**config.mk**
```make
export PLATFORM = sky130hd
export DESIGN_NAME = microcontroller
export DESIGN_NICKNAME = d
export VERILOG_FILES = /design/src/rtl/microcontroller.sv
export SDC_FILE = /design/constraint.sdc
export NUM_CORES = 1
export LEC_CHECK = 0
export ABC_CLOCK_PERIOD_IN_PS = 5080
export BUFFER_PORTS_ARGS = -buffer_cell sky130_fd_sc_hd__buf_4
export CAP_MARGIN = 20
export CELL_PAD_IN_SITES_DETAIL_PLACEMENT = 1
export CELL_PAD_IN_SITES_GLOBAL_PLACEMENT = 2
export CORE_MARGIN = 4
export CORE_UTILIZATION = 32
export DETAILED_ROUTE_END_ITERATION = 16
export PLACE_DENSITY_LB_ADDON = 0.12
export SLEW_MARGIN = 5
export SYNTH_ARGS = -nofsm -noshare
export SYNTH_HDL_FRONTEND = slang
export SYNTH_SLANG_ARGS = --single-unit
```
**constraint.sdc**
```tcl
create_clock -name clock -period 5.08 [get_ports clock]
set_clock_uncertainty 0.05 [all_clocks]
set_input_delay 0.508 -clock clock [delete_from_list [all_inputs] [get_ports clock]]
set_output_delay 0.508 -clock clock [all_outputs]
set_load 0.1 [all_outputs]
```
**src/rtl/microcontroller.sv**
```systemverilog
// Coin-operated washing-machine sequencer: one registered Moore FSM whose state code drives the actuator decoder.
// Build option CANCEL_DRAIN_EN: when defined, cancel in a running phase drains through SPIN instead of returning straight to IDLE.
module microcontroller #(
    parameter int RINSE_PASSES = 2
) (
    input  logic       clock,
    input  logic       reset,
    input  logic       sig_Lid_Closed,
    input  logic       sig_Coin,
    input  logic       sig_Cancel,
    input  logic       sig_Time_Out,
    input  logic       sig_Out_Of_Balance,
    input  logic       sig_Motor_Failure,
    output logic [2:0] state
);

    localparam logic [2:0] S_IDLE    = 3'd0;
    localparam logic [2:0] S_READY   = 3'd1;
    localparam logic [2:0] S_SOAK    = 3'd2;
    localparam logic [2:0] S_WASH    = 3'd3;
    localparam logic [2:0] S_RINSE   = 3'd4;
    localparam logic [2:0] S_SPIN    = 3'd5;
    localparam logic [2:0] S_BALANCE = 3'd6;
    localparam logic [2:0] S_FAULT   = 3'd7;

    localparam logic [2:0] LAST_PASS = 3'(RINSE_PASSES - 1);

`ifdef CANCEL_DRAIN_EN
    localparam logic [2:0] CANCEL_TARGET = S_SPIN;
`else
    localparam logic [2:0] CANCEL_TARGET = S_IDLE;
`endif

    logic [2:0] r_state;
    logic [2:0] r_rinse_cnt;
    logic [2:0] w_next_state;
    logic [2:0] w_next_rinse_cnt;

    always_comb begin
        w_next_state     = r_state;
        w_next_rinse_cnt = r_rinse_cnt;
        case (r_state)
            S_IDLE: begin
                if (sig_Coin) w_next_state = S_READY;
            end
            S_READY: begin
                if (sig_Cancel) begin
                    w_next_state = S_IDLE;
                end else if (sig_Lid_Closed) begin
                    w_next_state     = S_SOAK;
                    w_next_rinse_cnt = 3'd0;
                end
            end
            S_SOAK, S_WASH, S_RINSE, S_SPIN: begin
                if (sig_Motor_Failure) begin
                    w_next_state = S_FAULT;
                end else if (sig_Cancel) begin
                    w_next_state = CANCEL_TARGET;
                end else if (!sig_Lid_Closed) begin
                    w_next_state = r_state;
                end else if ((r_state == S_SPIN) && sig_Out_Of_Balance) begin
                    w_next_state = S_BALANCE;
                end else if (sig_Time_Out) begin
                    // Phase advance; RINSE repeats until the pass counter reaches the last pass.
                    case (r_state)
                        S_SOAK: w_next_state = S_WASH;
                        S_WASH: w_next_state = S_RINSE;
                        S_RINSE: begin
                            if (r_rinse_cnt < LAST_PASS) w_next_rinse_cnt = r_rinse_cnt + 3'd1;
                            else                         w_next_state     = S_SPIN;
                        end
                        default: w_next_state = S_IDLE;
                    endcase
                end
            end
            S_BALANCE: begin
                if (sig_Motor_Failure) begin
                    w_next_state = S_FAULT;
                end else if (sig_Cancel) begin
                    w_next_state = S_IDLE;
                end else if (!sig_Out_Of_Balance && sig_Lid_Closed) begin
                    w_next_state = S_SPIN;
                end
            end
            default: w_next_state = S_FAULT;
        endcase
    end

    always_ff @(posedge clock) begin
        if (reset) begin
            r_state     <= S_IDLE;
            r_rinse_cnt <= 3'd0;
        end else begin
            r_state     <= w_next_state;
            r_rinse_cnt <= w_next_rinse_cnt;
        end
    end

    assign state = r_state;

endmodule

```
==> impl_metrics.json <==
{
  "fin_crit_ns": 2.47,
  "synth-compound-area-share_pct": 32.3,
  "layout.cells.non_filler": 94,
  "place.port_buffers": 10,
  "grt.overflow.total": 0,
  "synth_xor_xnor_area_share_pct": 1.58,
  "leakage_nw": 0.272,
  "clk-insertion-delay-late_ns": 0.24,
  "antenna_found_initial": 0,
  "cts_setup_buffers": 0,
  "p_int_w": 0.000195,
  "synth_ff_type": "dfxtp_1",
  "drc_errors": 0,
  "nets": 90,
  "maxSlewHeadroom_pct": 72.3,
  "switching_share_pct": 54.6,
  "outcome": "finished, final reports clean",
  "required_ns": 5.19,
  "crit_type": "flop to flop",
  "htree_levels": 1,
  "rrSetupSlack_ns": 2.61,
  "drtAntennaViolNets": 0,
  "hold_viol_final": 0,
  "syn_area_sq_um": 554,
  "cap_violations": 0,
  "die_area_sq_mm": 0.00246,
  "crit_end": "state[0]",
  "viasPerCell": 5.95,
  "p_seq_share_pct": 21.7,
  "final_area_sq_um": 648,
  "fmax_mhz": 404,
  "ys_seq_elements": 6,
  "worstMarginPinSlew_ns": 0.415,
  "fin_crit_sh_pct": 48.7,
  "placed_cell_area_sq_um": 626,
  "p_sw_w": 0.000234,
  "crit_path_start": "state[1]",
  "worst_setup_path_start_kind": "flop",
  "clock_sinks": 6,
  "synth_adder_area_share_pct": 4.51,
  "drt-wirelength-per-cell_um": 16.1,
  "dpl.hpwl_um": 1190,
  "antenna_cells": 0,
  "layout_common_cells": "10 x buf_4, 7 x nor2_1, 6 x inv_1, 6 x dfxtp_1, 5 x nand2_1",
  "cp.arrival_ns": 2.58,
  "io_pins": 11,
  "hold_slack_ns": 0.416,
  "rsz0062_at_grt": "false",
  "first_pass_iters": 4,
  "r2r_start": "state[1]",
  "n_fill_cell": 209,
  "dp_cells": 91,
  "area_growth_pct": 16.9,
  "rows": 14,
  "vias": 559,
  "synth_fp_nets": 79,
  "dieWidth_um": 49.6,
  "synth_edf_count": 0,
  "clock_power_share_pct": 10.2,
  "report.final.slew_viol_count": 0,
  "start_util_pct": 35.2,
  "layout_commonest_cell": "buf_4",
  "muxShareOfSynthArea_pct": 3.61,
  "synth_top_family_by_area": "compound AO/OA/AOI/OAI gates",
  "r2r_cells": 7,
  "synth_warnings": 0,
  "multi_input_area_sq_um": 388,
  "ctsHoldBuffers": 0,
  "grt_pass1_wl_um": 2650,
  "gp_congestion": 0.826,
  "vdd_drop_max_uv": 221,
  "cts_tree": "built",
  "post_cts_resized": 0,
  "hold_path.class": "flop to flop",
  "drt_iter0_markers": 8,
  "regToRegEndpoint": "state[0]",
  "grt_usage_pct": 13.6,
  "grt_pass1_vias": 570,
  "power_per_cell_area_mw_per_mm2": 663,
  "setup-violations-final": 0,
  "netlist_instances": 69,
  "syn_avg_cell_area_sq_um": 8.03,
  "power_frac_comb_pct": 68.1,
  "crit_fanout": 14,
  "root_buffer": "clkbuf_4",
  "synth.distinct_cells": 36,
  "clk_pin_slew_ns": 0.05,
  "seq_area_sq_um": 120,
  "drive_gt1_share_pct": 29.5,
  "clock_path_buffers": 2,
  "numCtsBuffers": 3,
  "async_flop_share_pct": 0,
  "grt_max_degree": 15,
  "setup_tns_ns": 0,
  "postRouteWirelength_um": 1520,
  "coreArea_sq_mm": 0.00158,
  "ys_seq_area_share_pct": 21.7,
  "die_h_um": 49.6,
  "synth-simple-area-share_pct": 28.0,
  "end_kind": "flop"
}
-- worst max-delay path, cell delays in order (launching register included) --
cell,delay [ns]
dfxtp_1,0.54
inv_1,0.15
ha_1,0.56
and2b_1,0.20
o22ai_2,0.06
a311o_1,0.44
and2_4,0.20
a311oi_2,0.19
-- metal layers --
| layer | share of wire, % | vias to the layer above | GRT usage (%) | wire, um |
|---|---|---|---|---|
| met3 | 4.2 | 2 | 4.52 | 63 |
| met4 | 1.7 | 0 | 5.53 | 25 |
| met5 | 0 | - | 0 | 0 |
| li1 | - | 282 | - | - |
| met2 | 45 | 14 | 20.5 | 686 |
| met1 | 49 | 261 | 17.5 | 739 |
-- per-stage QoR --
stage                     setup slack, ns  power, W  util, %
after global placement               2.58  0.000387     39.7
after CTS                            2.62  0.000433     41.1
final                                2.61  0.000430     41.1
after detailed placement             2.62  0.000387     39.7
after global routing                 2.40  0.000463     41.1
after floorplan                      2.35  0.000327        -
-- sequential cells by signal (all words and copies together), names as in the netlist --
| name | flops |
|---|---|
| state | 3 |
| r_rinse_cnt | 3 |
-- power by group through the flow --
stage          combinational [W]   clock, W  sequential (W)
2_1_floorplan           0.000182          0        0.000145
3_3_place_gp            0.000294          0       0.0000935
3_5_place_dp            0.000293          0       0.0000937
4_1_cts                 0.000295  0.0000455       0.0000930
5_1_grt                 0.000316  0.0000490       0.0000984
6_report                0.000293  0.0000439       0.0000933
-- cell usage after synthesis, types with 2 or more instances --
cell type,instances,area share (%)
ha_1,2,4.5
o2111ai_1,2,3.2
mux2i_1,2,3.6
and2b_2,2,3.2
inv_1,6,4.1
buf_4,2,2.7
a31oi_1,2,2.3
and3b_1,2,3.2
o31ai_1,2,2.7
nand2_1,5,3.4
o21ai_0,3,2.7
dfxtp_1,6,22
a21oi_1,4,3.6
nor2_1,7,4.7
-- worst min-delay path by stage --
stage	startpoint	end	slack, ns	depth (start not counted)
floorplan	r_rinse_cnt[2]	r_rinse_cnt[2]	0.39	2
global placement	r_rinse_cnt[2]	r_rinse_cnt[2]	0.41	2
detailed placement	r_rinse_cnt[2]	r_rinse_cnt[2]	0.41	2
CTS	r_rinse_cnt[2]	r_rinse_cnt[2]	0.42	2
global route	reset	state[0]	0.42	2
finish	r_rinse_cnt[2]	r_rinse_cnt[2]	0.42	2
-- layout make-up --
cell class | count | share of cell area [%]
clock buffers | 3 | 3.47
inverters | 6 | 3.47
multi-input cells | 53 | 59.8
flip-flops and latches | 6 | 18.5
well taps | 16 | 3.09
repair buffers | 10 | 11.6
-- cells by family (layout without fill, tap and decap cells) --
family / count (synthesis) / after routing
XOR/XNOR: 1 / 1
adder cells (fa/ha/maj): 2 / 2
multiplexers: 2 / 2
AO/OA/AOI/OAI: 22 / 22
buffers and inverters: 10 / 19
AND/OR/NAND/NOR: 26 / 26
flip-flops: 6 / 6
No activity file was read; power rests on OpenSTA's default activity.
